===== src/rtl/id_decode_sb_pkg.sv =====
// Shared opcode map, class codes and per-opcode decode attributes for the
// decode stage and its scoreboard.
package id_pkg;

  localparam int OPC_BITS = 5;

  localparam logic [OPC_BITS-1:0] OP_MOV            = 5'b00000;
  localparam logic [OPC_BITS-1:0] OP_LD             = 5'b00001;
  localparam logic [OPC_BITS-1:0] OP_ADD            = 5'b00011;
  localparam logic [OPC_BITS-1:0] OP_SUB            = 5'b00100;
  localparam logic [OPC_BITS-1:0] OP_AND            = 5'b00101;
  localparam logic [OPC_BITS-1:0] OP_OR             = 5'b00110;
  localparam logic [OPC_BITS-1:0] OP_NOT            = 5'b00111;
  localparam logic [OPC_BITS-1:0] OP_JMP            = 5'b01000;
  localparam logic [OPC_BITS-1:0] OP_NOP            = 5'b01001;
  localparam logic [OPC_BITS-1:0] OP_OB_CHECK       = 5'b01010;
  localparam logic [OPC_BITS-1:0] OP_MOVE_FORWARD   = 5'b01011;
  localparam logic [OPC_BITS-1:0] OP_MOVE_BACKWARD  = 5'b01100;
  localparam logic [OPC_BITS-1:0] OP_MOVE_LEFT      = 5'b01101;
  localparam logic [OPC_BITS-1:0] OP_MOVE_RIGHT     = 5'b01110;
  localparam logic [OPC_BITS-1:0] OP_VELOCITY_GUARD = 5'b01111;
  localparam logic [OPC_BITS-1:0] OP_CMP            = 5'b10000;
  localparam logic [OPC_BITS-1:0] OP_MULT           = 5'b10001;
  localparam logic [OPC_BITS-1:0] OP_DIVSION        = 5'b10010;

  localparam logic [2:0] CLS_ALU    = 3'd0;
  localparam logic [2:0] CLS_MEM    = 3'd1;
  localparam logic [2:0] CLS_CAR    = 3'd2;
  localparam logic [2:0] CLS_SENSOR = 3'd3;
  localparam logic [2:0] CLS_CTRL   = 3'd4;

  typedef struct packed {
    logic       legal;
    logic       nop;
    logic [2:0] cls;
    logic       writes_rd;
    logic       uses_rs1;
    logic       uses_rs2;
    logic       uses_imm;
  } decode_t;

  function automatic decode_t decode_op(input logic [OPC_BITS-1:0] opc);
    decode_t d;
    d = '0;
    d.legal = 1'b1;
    case (opc)
      OP_MOV, OP_ADD, OP_SUB, OP_AND, OP_OR, OP_NOT, OP_CMP, OP_MULT, OP_DIVSION: begin
        d.cls       = CLS_ALU;
        d.writes_rd = 1'b1;
        d.uses_rs1  = 1'b1;
        d.uses_rs2  = 1'b1;
      end
      OP_LD: begin
        d.cls       = CLS_MEM;
        d.writes_rd = 1'b1;
        d.uses_rs1  = 1'b1;
        d.uses_imm  = 1'b1;
      end
      OP_MOVE_FORWARD, OP_MOVE_BACKWARD, OP_MOVE_LEFT, OP_MOVE_RIGHT: begin
        d.cls = CLS_CAR;
      end
      OP_OB_CHECK, OP_VELOCITY_GUARD: begin
        d.cls       = CLS_SENSOR;
        d.writes_rd = 1'b1;
        d.uses_rs1  = 1'b1;
        d.uses_rs2  = 1'b1;
      end
      OP_JMP: begin
        d.cls      = CLS_CTRL;
        d.uses_rs1 = 1'b1;
        d.uses_imm = 1'b1;
      end
      OP_NOP:  d.nop = 1'b1;
      default: d.legal = 1'b0;
    endcase
    return d;
  endfunction

  function automatic int pkt_width(input int data_w, input int reg_aw, input int opc_w);
    return 3 + opc_w + reg_aw + 2 * data_w;
  endfunction

endpackage


===== src/rtl/id_decode_sb_scoreboard.sv =====
// Pending-write tracker: one busy bit per register, issue-set beats
// writeback-clear, and a hazard flag for the instruction being decoded.
module id_scoreboard
  import id_pkg::*;
#(
  parameter int NREG   = 16,
  parameter int REG_AW = $clog2(NREG)
) (
  input  logic              clk,
  input  logic              reset,
  input  logic              set_en,
  input  logic [REG_AW-1:0] set_addr,
  input  logic              clr_en,
  input  logic [REG_AW-1:0] clr_addr,
  input  logic [REG_AW-1:0] rs1,
  input  logic [REG_AW-1:0] rs2,
  input  logic [REG_AW-1:0] rd,
  input  logic              chk_rs1,
  input  logic              chk_rs2,
  input  logic              chk_rd,
  output logic [NREG-1:0]   busy_mask,
  output logic              hazard
);

  logic [NREG-1:0] busy;
  logic            rs1_pend;
  logic            rs2_pend;
  logic            rd_pend;

  // A register being written back this cycle no longer blocks anyone.
  assign rs1_pend = busy[rs1] && !(clr_en && clr_addr == rs1);
  assign rs2_pend = busy[rs2] && !(clr_en && clr_addr == rs2);
  assign rd_pend  = busy[rd]  && !(clr_en && clr_addr == rd);

  assign hazard = (chk_rs1 && rs1_pend) || (chk_rs2 && rs2_pend) || (chk_rd && rd_pend);

  always_ff @(posedge clk or posedge reset) begin
    if (reset) begin
      busy <= '0;
    end else begin
      if (clr_en) busy[clr_addr] <= 1'b0;
      if (set_en) busy[set_addr] <= 1'b1;
    end
  end

  assign busy_mask = busy;

endmodule


===== src/rtl/id_decode_sb.sv =====
// Decode stage: register file with writeback bypass, hazard stall via the
// scoreboard, and a single output register held under FIFO backpressure.
module id_decode_sb
  import id_pkg::*;
#(
  parameter  int DATA_W = 16,
  parameter  int NREG   = 16,
  parameter  int OPC_W  = 5,
  localparam int REG_AW = $clog2(NREG),
  localparam int PKT_W  = pkt_width(DATA_W, REG_AW, OPC_W)
) (
  input  logic              clk,
  input  logic              reset,
  input  logic [31:0]       instruction,
  input  logic              instr_valid,
  output logic              instr_ready,
  input  logic [DATA_W-1:0] WB_data,
  input  logic [REG_AW-1:0] WB_reg_addr,
  input  logic              WB_reg_write,
  output logic [PKT_W-1:0]  fifo_data,
  output logic              fifo_wr_en,
  input  logic              fifo_wr_ready,
  output logic [NREG-1:0]   busy_mask,
  output logic              illegal_op
);

  logic [OPC_W-1:0]  opcode;
  logic [REG_AW-1:0] rd;
  logic [REG_AW-1:0] rs1;
  logic [REG_AW-1:0] rs2;
  logic [14:0]       imm;
  decode_t           dec;

  logic [DATA_W-1:0] regs [NREG];
  logic [DATA_W-1:0] rs1_val;
  logic [DATA_W-1:0] rs2_val;
  logic [DATA_W-1:0] imm_ext;
  logic [DATA_W-1:0] op_a;
  logic [DATA_W-1:0] op_b;

  logic hazard;
  logic stall;
  logic accept;
  logic issue;

  assign opcode = instruction[31 -: OPC_W];
  assign rd     = instruction[26 -: REG_AW];
  assign rs1    = instruction[22 -: REG_AW];
  assign rs2    = instruction[18 -: REG_AW];
  assign imm    = instruction[14:0];
  assign dec    = decode_op(opcode);

  assign rs1_val = (WB_reg_write && WB_reg_addr == rs1) ? WB_data : regs[rs1];
  assign rs2_val = (WB_reg_write && WB_reg_addr == rs2) ? WB_data : regs[rs2];
  assign imm_ext = DATA_W'(imm);

  assign op_a = dec.uses_rs1 ? rs1_val : '0;
  assign op_b = dec.uses_rs2 ? rs2_val : (dec.uses_imm ? imm_ext : '0);

  // Only legal, non-NOP instructions can be held back; NOPs and undefined
  // opcodes are always consumed once the output side has room.
  assign stall       = instr_valid && dec.legal && !dec.nop && hazard;
  assign instr_ready = !stall && (!fifo_wr_en || fifo_wr_ready);
  assign accept      = instr_valid && instr_ready;
  assign issue       = accept && dec.legal && !dec.nop;

  id_scoreboard #(
    .NREG   (NREG),
    .REG_AW (REG_AW)
  ) u_scoreboard (
    .clk       (clk),
    .reset     (reset),
    .set_en    (issue && dec.writes_rd),
    .set_addr  (rd),
    .clr_en    (WB_reg_write),
    .clr_addr  (WB_reg_addr),
    .rs1       (rs1),
    .rs2       (rs2),
    .rd        (rd),
    .chk_rs1   (dec.uses_rs1),
    .chk_rs2   (dec.uses_rs2),
    .chk_rd    (dec.writes_rd),
    .busy_mask (busy_mask),
    .hazard    (hazard)
  );

  always_ff @(posedge clk or posedge reset) begin
    if (reset) begin
      for (int i = 0; i < NREG; i++) regs[i] <= '0;
    end else if (WB_reg_write) begin
      regs[WB_reg_addr] <= WB_data;
    end
  end

  // Output register: a new packet may only land when the old one is gone or
  // leaving this cycle, which instr_ready already guarantees.
  always_ff @(posedge clk or posedge reset) begin
    if (reset) begin
      fifo_wr_en <= 1'b0;
      fifo_data  <= '0;
      illegal_op <= 1'b0;
    end else begin
      illegal_op <= accept && !dec.legal;
      if (issue) begin
        fifo_wr_en <= 1'b1;
        fifo_data  <= {dec.cls, opcode, rd, op_a, op_b};
      end else if (fifo_wr_ready) begin
        fifo_wr_en <= 1'b0;
      end
    end
  end

endmodule


===== config.mk =====
export PLATFORM = sky130hd
export DESIGN_NAME = id_decode_sb
export DESIGN_NICKNAME = d
export VERILOG_FILES = /design/src/rtl/id_decode_sb_pkg.sv /design/src/rtl/id_decode_sb_scoreboard.sv /design/src/rtl/id_decode_sb.sv
export SDC_FILE = /design/constraint.sdc
export NUM_CORES = 1
export LEC_CHECK = 0
export ABC_AREA = 1
export ABC_CLOCK_PERIOD_IN_PS = 10100
export BUFFER_PORTS_ARGS = -buffer_cell sky130_fd_sc_hd__buf_4
export CORE_MARGIN = 10
export CORE_UTILIZATION = 45
export DETAILED_ROUTE_END_ITERATION = 12
export GPL_TIMING_DRIVEN = 1
export PLACE_DENSITY_LB_ADDON = 0.2
export SLEW_MARGIN = 30
export SYNTH_ARGS = -nofsm -noshare
export SYNTH_HDL_FRONTEND = slang
export SYNTH_SLANG_ARGS = --single-unit

===== constraint.sdc =====
create_clock -name clk -period 10.1 [get_ports clk]
set_input_delay 0.505 -clock clk [delete_from_list [all_inputs] [get_ports clk]]
set_output_delay 0.505 -clock clk [all_outputs]
set_load 0.005 [all_outputs]

## Word-level counts from Yosys, hierarchy flattened

Index checks and enable logic that the tools add are counted.

- Register bits: 318
- Input port bits: 57

- Reductions and logical operators: 40
- Bitwise logic cells: 6
- Multiplexer cells: 35
- $lt $le $gt $ge: 10
- Equality and inequality tests: 20

Operators with widths:

| kind | number |
|---|---|
| $bwmux W256 | 1 |
| $mux W16 | 11 |
| $bmux W16 S4 | 2 |
| $demux W16 S4 | 1 |
| $eq A5 B4 Y1 const B | 8 |
| $logic_and A1 B1 Y1 | 21 |
| $eq A5 B3 Y1 const B | 4 |
| $lt A4 B5 Y1 const B | 4 |
| $reduce_or A18 Y1 | 1 |
| $and A16 B16 Y16 | 1 |
| $not A16 Y16 | 1 |
| $or A16 B16 Y16 | 1 |
| $eq A5 B5 Y1 const B | 3 |
| $ge A5 B5 Y1 const B | 3 |
| $mux W15 | 1 |
| $not A4 Y5 | 3 |
| $mux W1 | 13 |
| $reduce_or A13 Y1 | 1 |
| $bmux W1 S4 | 3 |
| $eq A4 B4 Y1 | 3 |
| $pmux W3 S4 | 1 |
| $reduce_or A12 Y1 | 1 |
| $reduce_or A11 Y1 | 1 |
| $demux W1 S4 | 2 |
| 10 further kinds | 20 |

## Depth between registers and ports, before layout

- Word-level depth: 15
- Depth in mapped cells: 16

## Cells and area by module

A second synthesis with hierarchy kept.

- Cell total of the unflattened synthesis: 2698
- Area total of the unflattened synthesis: 18320.1 um2

Modules (own cells, without submodules):

| module | cells an instance | instances | seq. area each (um2) | area each (um2) |
|---|---|---|---|---|
| id_decode_sb | 2473 | 1 | 7557.2 | 16907.5 |
| id_scoreboard | 225 | 1 | 400.4 | 1412.6 |

## Least setup slack after synthesis

Ideal clock, no wire load.

- Path kind: input port to output port
- From: in instruction[19]
- To: out instr_ready
- Arrival: 1.591 ns
- Required time: 9.595 ns
- Cell stages on the path: 12
- Path slack: 8.004 ns
- Path through: buf_2 > inv_2 > buf_2 > nand2_1 > nand3_1 > nand3_1 > nand2_1 > nand2_1 > nand3_1 > nor2_1 > nor2_4 > o21a_1

- Longest elaborated chain between the ends: 10
- Elaborated cells on any way between the ends: 12
- Those cells by class: eq/ne: 1; mux: 2; reduce/logical: 9

RTL lines:

| element | line | text |
|---|---|---|
| start, declared | id_decode_sb.sv:14 | `input logic [31:0] instruction,` |
| branches (longest 3 deep; another with $bmux W1 S4) | n/a |  |
| $logic_and A1 B1 Y1 (*) | id_decode_sb_scoreboard.sv:31 | `assign rs1_pend = busy[rs1] && !(clr_en && clr_addr == rs1);` |
| $logic_and A1 B1 Y1 (*) | id_decode_sb_scoreboard.sv:35 | `assign hazard = (chk_rs1 && rs1_pend) \|\| (chk_rs2 && rs2_pend) \|\| (chk_rd && rd_pend);` |
| $logic_or A1 B1 Y1 (*) (2 in a row) | id_decode_sb_scoreboard.sv:35 |  |
| $logic_and A1 B1 Y1 (*) | id_decode_sb.sv:62 | `assign stall = instr_valid && dec.legal && !dec.nop && hazard;` |
| $logic_not A1 Y1 (*) | id_decode_sb.sv:63 | `assign instr_ready = !stall && (!fifo_wr_en \|\| fifo_wr_ready);` |
| $logic_and A1 B1 Y1 (*) | id_decode_sb.sv:63 |  |
| end, declared | id_decode_sb.sv:16 | `output logic instr_ready,` |

Mark *: on every way between the ends. The select of a mux whose other input is x is not followed.

## Worst setup path in the final report

- From: in instruction[15]
- To: out instr_ready

- Longest elaborated chain between the ends: 10
- Elaborated cells on any way between the ends: 12
- Those cells by class: eq/ne: 1; mux: 2; reduce/logical: 9

RTL lines:

| element | line | text |
|---|---|---|
| branches (longest 3 deep; another with $bmux W1 S4) | n/a |  |
| $logic_and A1 B1 Y1 (*) | id_decode_sb_scoreboard.sv:32 | `assign rs2_pend = busy[rs2] && !(clr_en && clr_addr == rs2);` |
| $logic_and A1 B1 Y1 (*) | id_decode_sb_scoreboard.sv:35 |  |
| $logic_or A1 B1 Y1 (*) (2 in a row) | id_decode_sb_scoreboard.sv:35 |  |
| $logic_and A1 B1 Y1 (*) | id_decode_sb.sv:62 |  |
| $logic_not A1 Y1 (*) | id_decode_sb.sv:63 |  |
| $logic_and A1 B1 Y1 (*) | id_decode_sb.sv:63 |  |

Marks and branches as above.

==> metrics <==
Seq cells post-synth=318; Unique masters post-synth=33; Int Power=0.002833 W; vias in the first global route=16,340; Max stage delay on crit path=0.79 ns; Placement Cell Area=18,440 sq um; # Post-CTS Setup Buffers=0; final clock skew=0.02493 ns; P&R area growth vs syn=13.89%; Max Root-Sink Buffers=3; design area=19,820 sq um; crit path from=instruction[15]; PnR worst setup slack=5.741 ns; cell family with most CP delay=buffers and inverters; unrepaired setup endpoints after global routing=false; leak pwr=8.736 nW; Num CTS Buffers=38; die width=216.6 microns; fin crit period=4.359 ns; Critical Path Source Type=primary input; Total GRT Usage=26.61%; WP data required=9.60 ns; total core area=37,930 sq um; CTS sink cnt=318; DR vias/cell=5.880; Die ar.=46,940 sq um; Finished Core Util=52.25%; router iterations before antenna repair=6; cells after synthesis=2,369; TNS Setup=0 ns; Worst Setup End Kind=output pin; num rows=71; Max Clk Rate=229.4 MHz; crit path kind=in -> out; Layout Nets=2,423; ratio of cells with drive above 1 in the final layout=10.68%; PortBufs=119; largest net degree at the start of global routing=112; initial antenna violation count=2; final antenna-violating net count=0; Place WS=5.410 ns; placed cell count=2,836; top-area cell type share of the netlist area=45.73%; number of gates resized after cts=0; clock tree from TritonCTS=yes; DRT Wirelength=63,810 microns; CP max stage cell=clkinv_2; Setup violations, final=0; Sequential Power Share=42.2%; # DRC=0; filler instances=3,669; Area contributors post-synth=dfrtp_1 (46%), o21ai_0 (12%), a21oi_1 (11%); Final Hold Fails=0; multi-input logic area=7933 sq um; Starting Density=45.88%; clk slew on worst S/H paths=0.06 ns; maximum vdd drop=199.3 uV; buffer and inverter count on the worst path=4; Iter 0 DRT Violations=2,220; Skew-Pair Late Insertion Delay=0.55 ns; NetSw=0.001311 W; H-tree depth=2; Slew headroom=30.62%; hold buffers post-CTS=0; Avg Cell Area, Syn=7.346 sq um; sw frac=31.64%; P per Cell Area=209.1 nW/um^2; Worst EP arrival=3.85 ns; worst min-delay path class=in -> async; worst-path cell chain=buf_4, clkinv_2, buf_4, nand2_1, o211ai_1, nor2_4, nor2_1, nand2_1, nand2_1, nor2_4, o21a_1, buf_4; gpl congestion=0.9195; max cap viols=0; synth warn=0; crit-path max FO=73; Netlist Area Pre-Place=17,400 sq um; I/O pin count=120; Syn Nets=2,426; combinational share of power=22.8%; cell taking the most area after synthesis=dfrtp_1; Final period util=43.16%; Die Span Y=216.6 microns; first-pass GRT wire length=98,530 microns; clock root buffer=clkbuf_16; register cell area after layout=7958 sq um; fin. max-slew vios=0; register area share after synthesis=45.73%; gr ovfl total=0; routed length per instance=21.93 microns; Finished Layout Cells=2,909; vias post-DR=17,110; status=finished, final reports clean; RR Startpoint=u_scoreboard.busy_mask[12]; HPWL after detailed placement=39,600 microns; clock share of power=35.0%; actual slew at the worst max-slew pin=1.041 ns
## worst register-to-register path: cells and delay by family, from the launching register on
family          cells  cell delay [ns]
flops               1             0.38
compound gates      3             0.79
buf+inv             1             0.14
simple gates        7             1.20
## metrics by stage
stage               power (W)  hold WS (ns)
CTS                  0.004154        0.1247
detailed placement   0.002698        0.4741
global placement     0.002666        0.4691
finish               0.004144       0.09667
global route         0.004375        0.1545
floorplan            0.002333        0.4694
## cell type report
cell class              instances  area share, %
flip-flops and latches        318          40.15
multi-input cells            1651          40.03
clock buffers                  59          6.073
repair buffers                150          5.840
inverters                     207          3.971
well taps                     511          3.226
clock inverters                11         0.6881
diodes                          2        0.02525
## kinds of logic after synthesis
family                    count (synthesis)  share of synthesized area (%)
AOI/OAI and AO/OA                       909                          26.98
xor gates and xnor gates                  2                         0.1007
buffers and inverters                   400                          8.988
DFF                                     318                          45.73
and+or+nand+nor                         740                          18.20
## synthesized netlist by cell type
cell type,count
o21ai_0,423
a21oi_1,392
nand2_1,329
dfrtp_1,318
nand3_1,234
inv_1,177
nor2_1,156
clkbuf_1,120
buf_2,38
o21ai_1,34
buf_1,32
clkinv_1,20
o21bai_1,16
a22oi_1,15
inv_2,10
o211ai_1,10
a31oi_1,9
nor3b_1,7
o21ai_2,6
nor2_4,3
nor3_1,3
buf_4,2
nand4_1,2
nor2_2,2
o21a_1,2
xnor2_1,2
a21oi_2,1
buf_6,1
nand2_2,1
nand3_2,1
nand3b_4,1
nand4_2,1
o22ai_1,1
## power groups by stage
stage | clock network, W | logic [W] | registers [W]
final | 0.00145 | 0.000945 | 0.00175
after global routing | 0.00152 | 0.00107 | 0.00178
after CTS | 0.00147 | 0.000942 | 0.00174
after detailed placement | 0 | 0.000936 | 0.00176
after global placement | 0 | 0.000912 | 0.00175
after floorplan | 0 | 0.000606 | 0.00173
## layer usage
metal / GRT usage [%] / share of wire, % / vias to the layer above
met5: 0 / 0 / -
li1: - / - / 7981
met2: 41.46 / 45 / 944
met3: 4.944 / 9.2 / 196
met4: 16.50 / 6.3 / 0
met1: 33.69 / 39 / 7984
## flip-flops by register name, summed over array words and instances (netlist names)
register,flops
regs,256
fifo_data,44
u_scoreboard.busy_mask,16
fifo_wr_en,1
illegal_op,1
## placed cells by master (no fill, tap or decap), types with 2 or more instances in the layout
cell | Yosys | routed
o21ai_0 | 423 | 423
a21oi_1 | 392 | 392
nand2_1 | 329 | 329
dfrtp_1 | 318 | 318
nand3_1 | 234 | 234
inv_1 | 177 | 174
buf_4 | 2 | 144
nor2_1 | 156 | 142
clkbuf_16 | 0 | 41
o21ai_1 | 34 | 34
clkinv_1 | 20 | 20
o21bai_1 | 16 | 16
a22oi_1 | 15 | 15
nor2_2 | 2 | 14
clkbuf_8 | 0 | 11
inv_2 | 10 | 10
o211ai_1 | 10 | 10
a31oi_1 | 9 | 9
clkinv_2 | 0 | 8
nor3b_1 | 7 | 7
clkbuf_1 | 120 | 7
o21ai_2 | 6 | 6
nor2_4 | 3 | 5
buf_6 | 1 | 5
nor3_1 | 3 | 3
bufinv_16 | 0 | 3
diode_2 | 0 | 2
nand4_1 | 2 | 2
xnor2_1 | 2 | 2
o21a_1 | 2 | 2
## worst paths after layout
| kind | cells past startpoint | to | slack (ns) |
|---|---|---|---|
| min in group clk | 3 | fifo_data[39] | 0.25 |
| setup / recovery | 12 | instr_ready | 5.74 |
| setup reg to reg | 11 | fifo_data[4] | 7.47 |
| max in group asynchronous | 4 | regs[224] | 8.06 |
| hold / removal | 2 | regs[223] | 0.1 |
| hold reg to reg | 2 | fifo_data[5] | 0.49 |
No activity file was read; power rests on OpenSTA's default activity.
